<file path="config.mk">
export PLATFORM = sky130hd
export DESIGN_NAME = ex_mem_stage
export DESIGN_NICKNAME = d
export VERILOG_FILES = /design/src/rtl/cpu_pkg.sv /design/src/rtl/br_cond.sv /design/src/rtl/ex_mem_stage.sv
export SDC_FILE = /design/constraint.sdc
export NUM_CORES = 1
export LEC_CHECK = 0
export CORE_MARGIN = 2
export CORE_UTILIZATION = 52
export CTS_BUF_LIST = sky130_fd_sc_hd__clkbuf_8
export DETAILED_ROUTE_END_ITERATION = 7
export PLACE_DENSITY_LB_ADDON = 0.05
export SYNTH_ARGS = -nofsm -noshare
export SYNTH_HDL_FRONTEND = slang
export SYNTH_SLANG_ARGS = --single-unit
</file>
<file path="constraint.sdc">
create_clock -name clk -period 14.7 [get_ports clk]
set_clock_uncertainty 0.1 [all_clocks]
set_input_delay 2.205 -clock clk [delete_from_list [all_inputs] [get_ports clk]]
set_output_delay 2.205 -clock clk [all_outputs]
set_load 0.03 [all_outputs]
</file>
<file path="src/rtl/cpu_pkg.sv">
// Shared pipeline definitions: branch-type encodings, control-bit layout,
// the EX/MEM buffer depth and the buffered entry format.
package cpu_pkg;

  localparam int BUF_DEPTH = 2;

  typedef enum logic [2:0] {
    BR_NONE = 3'd0,
    BR_BEQ  = 3'd1,
    BR_BNE  = 3'd2,
    BR_BLT  = 3'd3,
    BR_BGE  = 3'd4,
    BR_BLTU = 3'd5,
    BR_BGEU = 3'd6,
    BR_JAL  = 3'd7
  } br_type_e;

  // Bit positions of ctl: [2]=reg_write, [1]=mem_read, [0]=mem_write.
  typedef struct packed {
    logic reg_write;
    logic mem_read;
    logic mem_write;
  } ctl_t;

  typedef struct packed {
    logic [31:0] result;
    logic [31:0] rs2;
    logic [4:0]  rd;
    ctl_t        ctl;
  } entry_t;

endpackage

</file>
<file path="src/rtl/br_cond.sv">
// Branch resolution: decides whether the presented branch/jump is taken from
// the ALU flags. `less` already carries signed or unsigned meaning.
module br_cond
  import cpu_pkg::*;
(
  input  logic [2:0] br_type,
  input  logic       equal,
  input  logic       less,
  output logic       taken
);

  always_comb begin
    // NOTE: default assignment first so every path drives taken; no latch.
    taken = 1'b0;
    case (br_type_e'(br_type))
      BR_BEQ:           taken = equal;
      BR_BNE:           taken = !equal;
      BR_BLT, BR_BLTU:  taken = less;
      BR_BGE, BR_BGEU:  taken = !less;
      BR_JAL:           taken = 1'b1;
      default:          taken = 1'b0;
    endcase
  end

endmodule

</file>
<file path="src/rtl/ex_mem_stage.sv">
// EX/MEM boundary: 2-entry in-order skid buffer toward MEM, plus registered
// redirect pulse and taken-branch counter for accepted taken branches/jumps.
module ex_mem_stage
  import cpu_pkg::*;
#(
  parameter int CNT_W = 16,
  parameter int DEPTH = BUF_DEPTH
) (
  input  logic             clk,
  input  logic             rst,
  input  logic             in_valid,
  output logic             in_ready,
  input  logic [31:0]      alu_result,
  input  logic             equal,
  input  logic             less,
  input  logic [2:0]       br_type,
  input  logic [31:0]      br_target,
  input  logic [31:0]      rs2_data,
  input  logic [4:0]       rd,
  input  logic [2:0]       ctl,
  input  logic             flush,
  output logic             out_valid,
  input  logic             out_ready,
  output logic [31:0]      out_result,
  output logic [31:0]      out_rs2,
  output logic [4:0]       out_rd,
  output logic [2:0]       out_ctl,
  output logic             redirect,
  output logic [31:0]      redirect_pc,
  output logic [CNT_W-1:0] taken_count
);

  localparam logic [1:0] FULL_CNT = 2'(DEPTH);

  logic [1:0]       count;
  logic             rd_ptr;
  logic             wr_ptr;
  entry_t           buf_mem [DEPTH];
  entry_t           in_entry;
  entry_t           head;
  logic             taken;
  logic             push;
  logic             pop;
  logic             taken_accept;
  logic             redirect_q;
  logic [31:0]      redirect_pc_q;
  logic [CNT_W-1:0] taken_q;

  br_cond u_br_cond (
    .br_type (br_type),
    .equal   (equal),
    .less    (less),
    .taken   (taken)
  );

  // in_ready depends only on occupancy and reset, never on out_ready.
  assign in_ready     = (count < FULL_CNT) && !rst;
  assign out_valid    = (count != 2'd0) && !rst;
  assign push         = in_valid && in_ready && !flush;
  assign pop          = out_valid && out_ready && !flush;
  assign taken_accept = push && taken;

  assign in_entry = '{result: alu_result, rs2: rs2_data, rd: rd, ctl: ctl_t'(ctl)};

  always_ff @(posedge clk) begin
    // NOTE: sequential state uses non-blocking assignments only.
    if (rst) begin
      count         <= 2'd0;
      rd_ptr        <= 1'b0;
      wr_ptr        <= 1'b0;
      redirect_q    <= 1'b0;
      redirect_pc_q <= 32'd0;
      taken_q       <= '0;
    end else if (flush) begin
      count      <= 2'd0;
      rd_ptr     <= 1'b0;
      wr_ptr     <= 1'b0;
      redirect_q <= 1'b0;
    end else begin
      count      <= count + 2'(push) - 2'(pop);
      redirect_q <= taken_accept;
      if (push) wr_ptr <= ~wr_ptr;
      if (pop)  rd_ptr <= ~rd_ptr;
      if (taken_accept) begin
        redirect_pc_q <= br_target;
        taken_q       <= taken_q + 1'b1;
      end
    end
  end

  // NOTE: payload storage is not reset; occupancy alone qualifies its content.
  always_ff @(posedge clk) begin
    if (push) buf_mem[wr_ptr] <= in_entry;
  end

  assign head       = buf_mem[rd_ptr];
  assign out_result = head.result;
  assign out_rs2    = head.rs2;
  assign out_rd     = head.rd;
  assign out_ctl    = head.ctl;

  // Registered outputs are forced to their idle values while reset is held.
  assign redirect    = redirect_q && !rst;
  assign redirect_pc = rst ? 32'd0 : redirect_pc_q;
  assign taken_count = rst ? '0 : taken_q;

endmodule

</file>
==> results of run 1 <==
kinds of logic (layout without fill, tap and decap cells):
kind of cell,after synthesis,after routing
simple gates,169,169
mux,77,77
buf+inv,33,276
flops,198,198
compound gates,43,43
xor+xnor,11,11
fa+ha+maj,3,3
cell usage after synthesis, drive strengths merged, types with 2 or more instances:
library cell / count / area share, %
a21oi: 37 / 2.4
and2: 2 / 0.16
and3: 4 / 0.33
buf: 7 / 0.59
clkbuf: 20 / 0.98
dfxtp: 54 / 14
edfxtp: 144 / 57
ha: 3 / 0.49
inv: 6 / 0.29
mux2: 77 / 11
nand2: 69 / 3.4
nand3: 9 / 0.59
nand4: 2 / 0.16
nor2: 17 / 0.83
nor2b: 46 / 3.8
nor3: 6 / 0.39
nor4: 4 / 0.41
nor4b: 2 / 0.43
o21ai: 4 / 0.26
or3: 2 / 0.16
xnor2: 9 / 1.0
xor2: 2 / 0.23
critical path, stage by stage:
cell and delay (ns):
buf_2 0.07, buf_4 0.72, nor2b_1 0.13, clkdlybuf4s50_1 0.66
cell type report:
type                    count  area [um^2]
flip-flops and latches    198         5409
fillers                   991         3890
repair buffers            238         2372
multi-input cells         303         2105
clock buffers              17        234.0
well taps                 184        230.2
clock inverters            15        161.4
inverters                   6        22.52
sequential cells by signal, indices dropped and copies added, names as in the netlist, named ones only:
signal / cells
taken_q: 16
wr_ptr: 1
redirect_q: 1
buf_mem: 144
rd_ptr: 1
redirect_pc_q: 32
count: 2
layout by cell type, fill, tap and decap left out, types with 2 or more instances in the layout:
| cell | Yosys | final |
|---|---|---|
| a21oi_1 | 37 | 37 |
| clkbuf_8 | 0 | 17 |
| bufinv_16 | 0 | 3 |
| and3_1 | 4 | 4 |
| nand2_1 | 69 | 69 |
| clkinvlp_4 | 0 | 3 |
| nor4_1 | 3 | 3 |
| nand4_1 | 2 | 2 |
| nor2b_1 | 46 | 46 |
| nor2_1 | 17 | 16 |
| xor2_1 | 2 | 2 |
| dfxtp_1 | 54 | 53 |
| o21ai_0 | 4 | 4 |
| inv_1 | 4 | 4 |
| xnor2_1 | 9 | 9 |
| nand3_1 | 9 | 9 |
| or3_1 | 2 | 2 |
| nor3_1 | 6 | 6 |
| clkinv_2 | 0 | 4 |
| mux2_2 | 73 | 73 |
| clkinv_1 | 0 | 3 |
| inv_2 | 2 | 2 |
| edfxtp_1 | 144 | 144 |
| clkdlybuf4s50_1 | 0 | 235 |
| buf_4 | 0 | 2 |
| ha_1 | 3 | 3 |
| mux2_1 | 4 | 4 |
power breakdown:
part | internal, mW | switching [mW] | total, mW | leakage [nW]
Combinational | 0.0474 | 0.0408 | 0.0881 | 1.57
Clock | 0.166 | 0.180 | 0.346 | 0.194
Sequential | 0.608 | 0.00358 | 0.611 | 1.75
final timing paths:
| path | end | slack (ns) | cells after the start |
|---|---|---|---|
| setup / recovery | redirect_pc[21] | 8.53 | 4 |
| hold reg to reg | redirect_pc_q[27] | 0.36 | 2 |
| hold / removal | redirect_pc_q[27] | 0.36 | 2 |
| setup reg to reg | taken_q[4] | 11.73 | 7 |
per-layer routing:
layer  up-vias  wire, um
met5         -         0
li1       2369         -
met4         0       223
met2       155      8111
met1      2364      6556
met3        15      1286
metrics by stage:
stage / total power, mW / cells / setup WS, ns / hold slack, ns / area [um^2]
floorplan: 0.6610 / 534 / 8.488 / 0.3318 / 7642
global placement: 0.7096 / 929 / 8.576 / 0.3398 / 10140
detailed placement: 0.7123 / 929 / 8.570 / 0.3460 / 10140
CTS: 1.054 / 961 / 8.545 / 0.3592 / 10530
global route: 1.079 / 961 / 8.401 / 0.3794 / 10530
finish: 1.045 / 961 / 8.525 / 0.3569 / 10530
==> impl_results.md, run 1 <==
* Outcome: finished, final reports clean
* Final HPWL DP at 10880 um
* Total power density per cell area at 99.20 mW/mm^2
* Width of the die at 125.2 um
* Fin Setup TNS at 0 ns
* Clock transition at path regs at 0.09 ns
* Worst R2R Start: count[1]
* Count of standard-cell rows at 44
* Met1 usage in global routing at 25.00%
* # Post-CTS Setup Buffers at 0
* Final antenna diode count at 0
* Area growth from synthesis to layout at 37.84%
* Area of the core at 0.01442 mm^2
* Post-synthesis area per instance at 14.31 um^2
* Num ports at 237
* Wire length of the first global-routing pass at 25260 um
* Final Util at 73.03%
* Count of input and output buffers at 236
* Aggregate global routing overflow at 0
* Root Buffer: clkbuf_8
* Start point of the critical path: rst
* Syn. warnings at 0
* Sink Count at 198
* Data arrival time of the worst path at 3.87 ns
* Classification of the worst setup path: in -> out
* Hold buffers post-CTS at 0
* Required time of the worst setup path at 12.40 ns
* Starting density of the core at 52.98%
* Maximum VDD drop at 0.04839 mV
* Commonest register cell after synthesis: edfxtp_1
* Number of antenna violations at the first check in global routing at 0
* Met2 Usage GRT at 34.53%
* Seq/Total Area, Yosys at 70.73%
* Routed wire per std cell at 16.83 um
* Synth cell types at 36
* Final critical-path share of the clock period at 42.01%
* Final weighted congestion in routability-driven placement at 0.7974
* Grt met3 use at 7.189%
* Main combinational cell family by area after synthesis: multiplexers
* Total vias in the final route at 4903
* Vertical die dimension at 125.2 um
* TritonCTS clock tree: yes
* Routing layer with the top usage in global route: met2
* Type of origin of the critical path: input pin
* Tightest slew margin relative to the limit at 33.99%
* Final-report setup violation count at 0
* Clock buffers created by TritonCTS at 17
* Avg Vias per Cell at 5.102
* Reported max-cap violation count at 0
* Clock network latency to the later pin of the worst-skew pair at 0.45 ns
* Clk buf depth at 2
* Synth Area in Simple Gates at 11.26%
* Residual DRC count at 0
* First-pass iteration count of the detailed router at 4
* 1st-iter DRT viols at 320
* Static leakage at 3.507 nW
* Number of register bits inferred by synthesis at 198
* Cells resized by post-CTS repair at 0
* Max Freq at 161.9 MHz
* Worst Tran Pin Value at 0.9902 ns
* Hold Startpoint: redirect_pc_q[27]
* Synthesized-area fraction occupied by adder cells at 0.4912%
* Compound-Gate Fraction of Synth Area at 3.045%
* Time the final worst path needs with I/O delays and setup at 6.175 ns
* Critical-path maximum fanout at 104
* Pins Over Slew Limit at 0
* Multiplexer area fraction after synthesis at 11.35%
* Syn Std Cell Area at 0.007642 mm^2
* Endpoint type of the worst setup path: output pin
* Type of the tightest min-delay check: reg -> reg
* Final Hold Vio Count at 0
* Fraction of registers with async set or reset after synthesis at 0%
* Number of flops mapped to enable cells by yosys at 144
* Via count of the first global-routing pass at 4988
* Area enclosed by the die boundary at 0.01568 mm^2
* Unrepaired setup endpoints after global routing: no
* Ratio of cells with drive above 1 in the final layout at 14.67%
* Overall fraction of global-route tracks in use at 20.58%
* Net count reported at finish at 881
* Post-route ant nets at 0
* Routed Wire Length at 16180 um
* Xor/xnor share of the synthesized area at 1.261%
* Synthesized instance count at 534
* Maximum number of pins on one net before global-route repair at 105
* Syn_nets at 651
* Number of levels in the clock H-tree at 4
(Power assumes the default switching activity.)
==> run 2, diff against run 1 <==
CORE_UTILIZATION = 48   (was 52)
clock period = 6 ns   (was 14.7 ns; I/O delays follow)
==> run 2 against run 1 <==
  * Setup slack lost 6.1 ns
  * Design area grew 0.33%
  * Core utilization decreased by 5.8 points
  * Hold slack worse by 0.0032 ns
  * Non-clock buffer count stayed put
  * Sequential power grew 150%
  * Clock power increased by 140%
  * Register-to-register slack got worse by 8.7 ns
  * First-iteration DRC count shrank 33%
  * Routed wire length is 1.9% lower
  * Critical path depth unchanged
  * Die area rose by 8.1%
  * Critical endpoint is now taken_count[5]
  * Largest power group unchanged
  * Highest routed layer unchanged
==> impl_results.md, run 2 (synthesis gave the netlist of run 1 again) <==
* Outcome: finished, final reports clean
* Total vias in the final route at 4866 (-0.75%)
* Total net switching power at 0.5321 mW (+140%)
* Clk buf depth at 2 (unchanged)
* Switching fraction of total power at 21.00% (-0.47 points)
* First-pass iteration count of the detailed router at 4 (unchanged)
* 1st-iter DRT viols at 213 (-33%)
* Classification of the worst setup path: in -> out
* Unrepaired setup endpoints after global routing: no
* Sequential fraction of design power at 59.1% (+0.6 points)
* Depth of the most critical reg-to-reg path at 7 (unchanged)
* Area of the core at 0.01571 mm^2 (+8.9%)
* Avg Vias per Cell at 4.900 (-4.0%)
* Final critical-path share of the clock period at 59.56%
* Worst R2R Start: count[1]
* Data arrival time of the worst path at 2.57 ns (-1.30 ns)
* Maximum VDD drop at 0.1389 mV (+190%)
* Via count of the first global-routing pass at 4773 (-4.3%)
* Pins Over Slew Limit at 0 (unchanged)
* # Post-CTS Setup Buffers at 0 (unchanged)
* Hold Startpoint: redirect_pc_q[23]
* Commonest non-fill, non-tap cells in the layout: 235 x clkdlybuf4s50_1, 144 x edfxtp_1, 73 x mux2_2
* Starting density of the core at 48.64% (-4.3 points)
* Max reg flops at 144 (unchanged)
* Worst-case hold path end point: redirect_pc_q[23]
* Internal power contribution at 2.002 mW (+140%)
* Setup slack after placement at 2.018 ns (-6.551 ns)
* Count of input and output buffers at 236 (unchanged)
* Routed Wire Length at 15860 um (-1.9%)
* Hold depth at 2 (unchanged)
* Wire length of the first global-routing pass at 23540 um (-6.8%)
* Width of the die at 130.2 um (+4.0%)
* Required time of the worst setup path at 5.00 ns (-7.40 ns)
* Combinational share of power at 8.5% (about the same)
* Count of standard-cell rows at 46 (+4.5%)
* Register with the most flip-flops: buf_mem
* Final antenna diode count at 0 (unchanged)
* Final worst-path setup slack at 2.427 ns (-6.098 ns)
* Cells resized by post-CTS repair at 0 (unchanged)
* Net count reported at finish at 881 (unchanged)
* Number of fill cells at 1158 (+17%)
* Max Freq at 279.8 MHz
* Register-to-register setup slack at 3.05 ns (-8.68 ns)
* Worst Tran Pin Value at 1.000 ns (+0.01020 ns)
* Most frequent standard cell in the layout excluding fill and tap cells: clkdlybuf4s50_1
* Critical-path maximum fanout at 103 (-0.96%)
* Vertical die dimension at 130.2 um (+4.0%)
* Area enclosed by the die boundary at 0.01695 mm^2 (+8.1%)
* Clock power frac at 32.4% (-0.7 points)
* Sink Count at 198 (unchanged)
* Area growth from synthesis to layout at 38.29%
* Ratio of cells with drive above 1 in the final layout at 14.54% (-0.13 points)
* Top flop regs: buf_mem (144), redirect_pc_q (32), taken_q (16)
* Final HPWL DP at 10650 um (-2.1%)
* Type of the tightest min-delay check: reg -> reg
* Total area of multi-input combinational cells at 0.002105 mm^2 (unchanged)
* Num ports at 237 (unchanged)
* Routed wire per std cell at 15.98 um (-5.1%)
* FF+latch area at 0.005409 mm^2 (unchanged)
* Final weighted congestion in routability-driven placement at 0.7513 (-5.8%)
* Clock network latency to the later pin of the worst-skew pair at 0.44 ns (about the same)
* Hold buffers post-CTS at 0 (unchanged)
* Fin Setup TNS at 0 ns (unchanged)
* Root Buffer: clkbuf_8
* Time the final worst path needs with I/O delays and setup at 3.573 ns
* TritonCTS clock tree: yes
* Reported max-cap violation count at 0 (unchanged)
* Tightest slew margin relative to the limit at 33.31% (-0.68 points)
* Final-report setup violation count at 0 (unchanged)
* Worst r2r dst: taken_q[5]
* Post-route ant nets at 0 (unchanged)
* Endpoint type of the worst setup path: output pin
* Total power density per cell area at 239.8 mW/mm^2 (+140%)
* Static leakage at 3.523 nW (+0.46%)
* Number of antenna violations at the first check in global routing at 0 (unchanged)
* Overall fraction of global-route tracks in use at 18.31% (-2.3 points)
* Residual DRC count at 0 (unchanged)
* Number of levels in the clock H-tree at 4 (unchanged)
* Type of origin of the critical path: input pin
* Maximum number of pins on one net before global-route repair at 104 (-0.95%)
* Final Hold Vio Count at 0 (unchanged)
* Aggregate global routing overflow at 0 (unchanged)
* Clock transition at path regs at 0.09 ns (about the same)
* Clock buffers created by TritonCTS at 17 (unchanged)
==> run 2: cell count changes in the layout (fill, tap and decap cells not counted) <==
cell        previous run  this run
bufinv_16              3         2
clkbuf_8              17        20
clkinv_1               3         0
clkinv_2               4         2
clkinvlp_4             3         2
inv_1                  4         8
inv_4                  0         1
inv_6                  1         0
==> run 2: power by group through the flow <==
| stage | Combinational, mW | Clock [mW] | Sequential [mW] |
|---|---|---|---|
| detailed placement | 0.216 | 0 | 1.53 |
| finish | 0.215 | 0.822 | 1.50 |
| CTS | 0.217 | 0.848 | 1.50 |
| global route | 0.229 | 0.896 | 1.50 |
| global placement | 0.212 | 0 | 1.53 |
| floorplan | 0.0923 | 0 | 1.53 |
==> run 2: layout make-up <==
class / instances / area share [%]
sequential: 198 / 51.18
tap: 216 / 2.557
timing repair buffer: 238 / 22.45
clock inverter: 12 / 1.089
multi-input combinational: 303 / 19.91
inverter: 6 / 0.2131
clock buffer: 20 / 2.604
==> run 2: per-layer routing <==
layer | up-vias | track usage [%] | routed length [um] | part of all wire (%)
li1 | 2370 | - | - | -
met1 | 2332 | 20.26 | 6155 | 39
met2 | 148 | 32.49 | 8125 | 51
met3 | 16 | 7.052 | 1354 | 8.5
met4 | 0 | 5.946 | 229 | 1.4
met5 | - | 0 | 0 | 0
==> run 2: critical path, stage by stage <==
cell	delay, ns
buf_2	0.11
buf_4	0.72
nor2b_1	0.15
clkdlybuf4s50_1	0.67
==> run 2: worst max path at each step <==
stage	startpoint	slack, ns	end	depth (start not counted)
6_report	rst	2.43	taken_count[5]	4
5_1_grt	rst	2.29	taken_count[5]	4
4_1_cts	flop	2.41	out_result[15]	2
3_5_place_dp	flush	2.02	taken_q[5]	8
3_3_place_gp	flush	2.09	taken_q[5]	8
2_1_floorplan	rst	1.09	buf_mem[0][0]	3
==> run 2: stage by stage <==
step	util (%)	cells	power, mW	cell area (um^2)	hold WS, ns
floorplan	-	534	1.619	7642	0.3318
global placement	64.78	961	1.739	10180	0.3371
detailed placement	64.78	961	1.745	10180	0.3420
CTS	67.26	993	2.562	10570	0.3544
global route	67.26	993	2.625	10570	0.3794
finish	67.26	993	2.534	10570	0.3537
